==> config.mk <==
export PLATFORM = sky130hd
export DESIGN_NAME = viterbi_traceback
export DESIGN_NICKNAME = d
export VERILOG_FILES = /design/src/rtl/viterbi_traceback.sv
export SDC_FILE = /design/constraint.sdc
export NUM_CORES = 1
export LEC_CHECK = 0
export BUFFER_PORTS_ARGS = -buffer_cell sky130_fd_sc_hd__buf_4
export CAP_MARGIN = 20
export CORE_ASPECT_RATIO = 0.75
export CORE_MARGIN = 2
export CORE_UTILIZATION = 30
export DETAILED_ROUTE_END_ITERATION = 8
export PLACE_DENSITY_LB_ADDON = 0.25
export SYNTH_ARGS = -nofsm -noshare
export SYNTH_HDL_FRONTEND = slang
export SYNTH_SLANG_ARGS = --single-unit
==> constraint.sdc <==
create_clock -name clk -period 2.4 [get_ports clk]
set_clock_uncertainty 0.1 [all_clocks]
set_input_delay 0.36 -clock clk [delete_from_list [all_inputs] [get_ports clk]]
set_output_delay 0.36 -clock clk [all_outputs]
set_load 0.01 [all_outputs]
==> src/rtl/viterbi_traceback.sv <==
// Survivor-path memory and traceback for the 4-state (K=3, rate 1/2) Viterbi
// decoder. One 8-bit survivor vector per trellis step is stored. At frame end
// the path is traced back from the best end node and the decoded bits are
// replayed serially in original time order.
//
// state     | meaning
// ----------+-----------------------------------------------------------
// ST_WRITE  | accept survivor vectors into memory, one per i_valid
// ST_LATCH  | capture best end node from ACS, arm traceback pointer
// ST_TRACE  | walk predecessors from step TB_LEN-1 down to 0, store bits
// ST_OUTPUT | emit stored bits oldest-first, o_last on the final one
module viterbi_traceback #(
    parameter int TB_LEN = 8,
    parameter int AW     = 3
) (
    input  logic       clk,
    input  logic       rst,
    input  logic       i_valid,
    input  logic [1:0] i_prv_st_00,
    input  logic [1:0] i_prv_st_10,
    input  logic [1:0] i_prv_st_01,
    input  logic [1:0] i_prv_st_11,
    input  logic [1:0] i_start_node,
    output logic       o_bit,
    output logic       o_bit_valid,
    output logic       o_last,
    output logic       o_busy,
    output logic       o_overrun
);

    typedef enum logic [1:0] {
        ST_WRITE  = 2'd0,
        ST_LATCH  = 2'd1,
        ST_TRACE  = 2'd2,
        ST_OUTPUT = 2'd3
    } state_t;

    localparam logic [AW-1:0] LAST_IDX = AW'(TB_LEN - 1);

    state_t            state_q, state_d;
    logic [AW-1:0]     wr_ptr_q, wr_ptr_d;
    logic [AW-1:0]     tb_ptr_q, tb_ptr_d;
    logic [AW-1:0]     out_ptr_q, out_ptr_d;
    logic [1:0]        cur_state_q, cur_state_d;
    logic [7:0]        mem_q [TB_LEN];
    logic [7:0]        mem_d [TB_LEN];
    logic [TB_LEN-1:0] bitbuf_q, bitbuf_d;
    logic              o_bit_q, o_bit_d;
    logic              o_bit_valid_q, o_bit_valid_d;
    logic              o_last_q, o_last_d;
    logic              o_overrun_q, o_overrun_d;

    logic [7:0]        rd_word;
    logic [1:0]        rd_slot;
    logic [1:0]        prv_sel;

    // Predecessor lookup: words are packed 00,10,01,11 from the LSB, so the
    // slot of a state is its two bits swapped.
    always_comb begin
        rd_word = mem_q[tb_ptr_q];
        rd_slot = {cur_state_q[0], cur_state_q[1]};
        prv_sel = rd_word[{rd_slot, 1'b0} +: 2];
    end

    // Next-state and datapath computation for the whole controller.
    always_comb begin
        state_d       = state_q;
        wr_ptr_d      = wr_ptr_q;
        tb_ptr_d      = tb_ptr_q;
        out_ptr_d     = out_ptr_q;
        cur_state_d   = cur_state_q;
        mem_d         = mem_q;
        bitbuf_d      = bitbuf_q;
        o_bit_d       = o_bit_q;
        o_bit_valid_d = 1'b0;
        o_last_d      = 1'b0;
        // Vectors arriving while busy are dropped; remember it until reset.
        o_overrun_d   = o_overrun_q | (i_valid && (state_q != ST_WRITE));

        case (state_q)
            ST_WRITE: begin
                if (i_valid) begin
                    mem_d[wr_ptr_q] = {i_prv_st_11, i_prv_st_01, i_prv_st_10, i_prv_st_00};
                    if (wr_ptr_q == LAST_IDX) begin
                        wr_ptr_d = '0;
                        state_d  = ST_LATCH;
                    end else begin
                        wr_ptr_d = wr_ptr_q + 1'b1;
                    end
                end
            end
            ST_LATCH: begin
                // ACS presents its registered best node one cycle after the last vector.
                cur_state_d = i_start_node;
                tb_ptr_d    = LAST_IDX;
                state_d     = ST_TRACE;
            end
            ST_TRACE: begin
                bitbuf_d[tb_ptr_q] = cur_state_q[1];
                cur_state_d        = prv_sel;
                tb_ptr_d           = tb_ptr_q - 1'b1;
                if (tb_ptr_q == '0) begin
                    out_ptr_d = '0;
                    state_d   = ST_OUTPUT;
                end
            end
            ST_OUTPUT: begin
                o_bit_d       = bitbuf_q[out_ptr_q];
                o_bit_valid_d = 1'b1;
                out_ptr_d     = out_ptr_q + 1'b1;
                if (out_ptr_q == LAST_IDX) begin
                    o_last_d  = 1'b1;
                    out_ptr_d = '0;
                    state_d   = ST_WRITE;
                end
            end
            default: state_d = ST_WRITE;
        endcase
    end

    // Control state, pointers and registered outputs.
    always_ff @(posedge clk or negedge rst) begin
        if (!rst) begin
            state_q       <= ST_WRITE;
            wr_ptr_q      <= '0;
            tb_ptr_q      <= '0;
            out_ptr_q     <= '0;
            cur_state_q   <= 2'b00;
            o_bit_q       <= 1'b0;
            o_bit_valid_q <= 1'b0;
            o_last_q      <= 1'b0;
            o_overrun_q   <= 1'b0;
        end else begin
            state_q       <= state_d;
            wr_ptr_q      <= wr_ptr_d;
            tb_ptr_q      <= tb_ptr_d;
            out_ptr_q     <= out_ptr_d;
            cur_state_q   <= cur_state_d;
            o_bit_q       <= o_bit_d;
            o_bit_valid_q <= o_bit_valid_d;
            o_last_q      <= o_last_d;
            o_overrun_q   <= o_overrun_d;
        end
    end

    // Survivor memory and bit buffer; contents are meaningless until written.
    always_ff @(posedge clk) begin
        mem_q    <= mem_d;
        bitbuf_q <= bitbuf_d;
    end

    assign o_bit       = o_bit_q;
    assign o_bit_valid = o_bit_valid_q;
    assign o_last      = o_last_q;
    assign o_overrun   = o_overrun_q;
    assign o_busy      = (state_q != ST_WRITE);

endmodule

After elaboration in Yosys (flattened, before gate mapping)
Index checks and enable logic that the tools add are counted.

Register bits after elaboration: 89. Input port bits: 13. Output and inout port bits: 5.

Add/subtract/negate cells: 3. Order comparisons: 6. Eq/ne operators: 9. Bitwise gates (word level): 3. Shifts and indexed selects: 1. Muxes and demuxes: 25. Reduce and logical (&&, ||, !) cells: 11.

Operators by type and width (count): 64-bit bitwise mux (1); 8-bit binary-select mux with 3-bit select (1); 8-bit demux with 3-bit select (1); 8-bit 2-to-1 mux (3); 3-bit case mux with 2 select lines (2); 3-bit 2-to-1 mux (3); 8-bit bitwise mux (1); 4-bit greater-or-equal comparator, second input constant (2); 3-bit by 4-bit less-than comparator with 1-bit output, second input constant (2); 2-bit 2-to-1 mux (4); 2-bit inequality test, second input constant (4); 3-bit NOT with 4-bit output (2); 2-bit case mux with 4 select lines (1); 8-bit by 4-bit indexed part select with 2-bit output (1); 3-bit by 1-bit adder with 3-bit output, second input constant (2); 3-bit == test, second input constant (2); 2-bit nonzero test (3); 1-bit 2-to-1 mux (5); 2-bit == test, second input constant (2); 4-bit by 1-bit less-than comparator with 1-bit output, second input constant (1); 2-bit case mux with 2 select lines (1); 2-bit AND reduction (2); 4-bit AND reduction (1); 1-bit binary-select mux with 3-bit select (1); other kinds (8) (10).

Depth between registers and ports, before layout
Word-level depth: 6. Depth in mapped cells: 8. Depth with buffers taken out: 6.

Worst setup path after synthesis
No wires, ideal clock.

Path type: register to register. Start: reg state_q[0]. End: reg mem_q[56] (netlist bit), enable pin. Cell stages (with the launch flop): 5. Slack: 233 ps. Arrival time: 1672 ps. Path buffers: 0. Path through: dfrtp_1 inv_1 ha_1 nand2_1 nor4_1.

Longest elaborated chain between the ends: 2.

RTL lines: start, declared (line 40) `state_t state_q, state_d;`; start signal, assigned (line 134) `state_q <= state_d;`; 2-bit logical NOT (line 80) `case (state_q)`; 2-bit AND reduction (no source line); end signal, assigned (line 148) `mem_q <= mem_d;`; end, declared (line 45) `logic [7:0] mem_q [TB_LEN];`.

No other way between the ends. A chain may end at the register's enable or synchronous reset.

Worst setup path after layout
Start: reg tb_ptr_q[0]. End: reg cur_state_q[1].

Longest elaborated chain between the ends: 6.

RTL lines: start, declared (line 42) `logic [AW-1:0] tb_ptr_q, tb_ptr_d;`; start signal, assigned (line 136) `tb_ptr_q <= tb_ptr_d;`; 3-bit NOT with 4-bit output (not written as such) (line 60) `rd_word = mem_q[tb_ptr_q];`; 8-bit binary-select mux with 3-bit select (line 60); 8-bit 2-to-1 mux (not written as such) (2 in a row) (line 60); 8-bit by 4-bit indexed part select with 2-bit output (line 62) `prv_sel = rd_word[{rd_slot, 1'b0} +: 2];`; 2-bit case mux with 2 select lines (line 80); end signal, assigned (line 138) `cur_state_q <= cur_state_d;`; end, declared (line 44) `logic [1:0] cur_state_q, cur_state_d;`.

No other way between the ends. The select of a mux whose other input is x is not followed.

==> impl_metrics.yaml <==
run_status:
  status: "finished clean"
logic_synthesis:
  yosysMostFrequentCell: "edfxtp_1"
  async_flop_share: 0.191
  netlist.area_leader.share: 0.574
  synth_compound_area_frac: 0.0519
  synth-adder-area-share: 0.0299
  yosys.area_share.simple: 0.0678
  ys_seq_area_frac: 0.688
  synth_area_mm2: 0.00376
  synth_top_family_by_area: "multiplexers"
  synth_top_area_cell: "edfxtp_1"
  synth_cell_types: 39
  ys.flop_type: "edfxtp_1"
  synth_common_cells: "edfxtp_1 (72), mux2i_1 (22), nor2_1 (22), dfrtp_1 (17), nand2_1 (11)"
  synth_edf_count: 72
  synth_area_leaders: "edfxtp_1 (57%), dfrtp_1 (11%), mux2i_1 (5.9%)"
  yosysWarnings: 0
  synthCells: 233
  synthXorXnorAreaFrac: 0
  synth.area.mux_share: 0.137
  syn_nets: 255
  synth-seq-cells: 89
  avgSynthCellArea_um2: 16.2
setup_path:
  path_cells: "buf_4, mux2i_1, o22ai_1, or3_1, a32o_1"
  slowest_stage: "dfrtp_1"
  start_kind: "register"
  cpPeakStageDelay_ns: 0.71
  worstPathArrival_ns: 2.30
  required_ns: 2.53
  crit_family: "flip-flops"
  critPathKind: "register to register"
  crit_path_max_fanout: 11
  cp_num_buf_inv: 1
  crit-reg2reg-launch: "tb_ptr_q[0]"
  cp-startpoint: "tb_ptr_q[0]"
  critPathCaptureType: "register"
power:
  peakVddDrop_v: 0.000440
  p_leak_nw: 1.71
  power.density_mw_per_mm2: 1080
sta:
  setup_viol_count_final: 0
  holdWs_ns: 0.151
  tns_ns: 0
  relSlewSlack: 0.608
  finalWorstSetupSlack_ns: 0.239
  rsz0062_at_grt: "no"
  period_needed_ns: 2.16
  worst_pin_slew_ns: 0.588
  slew_violations: 0
  fin_crit_sh: 0.900
  fmax_mhz: 463
  hold_violations: 0
global_route:
  antenna_found_initial: 0
  gr-total-overflow: 0
  grt_pass1_wl_mm: 12.1
  grt_pass1_vias: 2127
  track_usage: 0.123
  met2_usage: 0.185
  grt_max_degree: 18
  busiest_layer: "met2"
  use_met3: 0.0382
  met1_usage: 0.170
drt:
  wl_mm: 7.54
  viasPerCell: 4.68
  dr.pass1.iters: 4
  drt_iter0_markers: 203
  wl_per_cell_um: 17.2
  vias: 2056
  detail-route-antenna-nets: 0
  drc_errors: 0
placement:
  place_area_mm2: 0.00415
  io_buffer_count: 17
  place_ws_ns: 0.252
  post-dp-hpwl_mm: 4.90
  place_congestion: 0.762
die:
  core-area_mm2: 0.0123
  ios: 18
  rows: 35
  die_area_mm2: 0.0135
  start_util: 0.307
  die_w_um: 133
  die_h_um: 101
cells_and_area:
  area_delta_synth_final_pct: 18.5
  layout.nets: 290
  diodes: 0
  drive_above_1_share: 0.227
  fin_area_mm2: 0.00446
cts:
  clk_pin_slew_ns: 0.07
  cts_made_buffers: 9
  root_buffer: "clkbuf_16"
  htreeDepth: 3
  clock-sinks: 89
  clock_latency_ns: 0.34
  post_cts_buffers: 0
  cts_buffer_depth: 2
  cts_tree: "done"
worst_hold_path:
  min_path_type: "primary input to register"
  min-delay-start: "i_prv_st_00[1]"
flow_run:
  drv_cap: 0
==> report_power, final <==
group	internal, mW	switching (mW)	total (mW)
combinational	0.613	0.689	1.30
clock	0.815	0.586	1.40
sequential	1.89	0.207	2.10
==> layout by cell type (no fill, tap or decap), types with 4 or more instances in the layout <==
cell type	synthesis	layout
mux4_2	6	6
a21oi_1	6	6
mux4_1	4	4
edfxtp_1	72	72
buf_4	2	31
dfrtp_1	17	17
nor3_1	6	6
nor2_1	22	22
mux2_2	5	5
nand2_1	11	11
clkbuf_16	0	9
ha_1	9	9
a32o_1	4	4
mux2i_1	22	22
inv_1	7	7
nand2b_1	5	5
==> flip-flops by register name, indices dropped and copies added (netlist names) <==
register / cells
o_overrun: 1
mem_q: 64
cur_state_q: 2
o_last: 1
out_ptr_q: 3
o_bit: 1
tb_ptr_q: 3
o_bit_valid: 1
wr_ptr_q: 3
bitbuf_q: 8
state_q: 2
==> per-layer routing <==
metal	share of wire	vias to the layer above
met5	0	-
met3	0.033	9
met1	0.51	1047
met2	0.44	29
met4	0.018	0
li1	-	971
==> kinds of logic after synthesis <==
kind of cell | Yosys count
flops | 89
simple gates | 55
mux | 37
compound gates | 27
buf+inv | 16
fa+ha+maj | 9
==> path summary, 6_finish.rpt <==
kind                            slack, ns  cells past startpoint              to
worst min register to register       0.36                      1       o_overrun
min in group asynchronous            0.33                      2     wr_ptr_q[2]
max in group asynchronous            1.67                      2     tb_ptr_q[0]
worst max register to register       0.24                      5  cur_state_q[1]
worst max-delay path                 0.24                      5  cur_state_q[1]
worst min-delay path                 0.15                      1       mem_q[49]
==> metrics by stage <==
| stage | std cells | utilization | power (mW) |
|---|---|---|---|
| floorplan | 233 | - | 3.03 |
| CTS | 439 | 0.364 | 4.85 |
| finish | 439 | 0.364 | 4.80 |
| detailed placement | 422 | 0.338 | 3.43 |
| global placement | 422 | 0.338 | 3.41 |
| global route | 439 | 0.364 | 5.09 |
==> cell type report <==
cell class | instances | area [µm²]
fillers | 1169 | 7800
flip-flops and latches | 89 | 2590
multi-input cells | 128 | 1090
repair buffers | 32 | 243
clock buffers | 9 | 225
well taps | 166 | 208
clock inverters | 7 | 76.3
inverters | 8 | 35.0
==> what timing repair did <==
item / CTS / global route
endpoints found under the hold margin: 17 / 0
gates resized for setup: 0 / 0
hold buffers: 1 / 0
endpoints found under the setup margin: 0 / 0
Power figures use the tool's default switching activity.
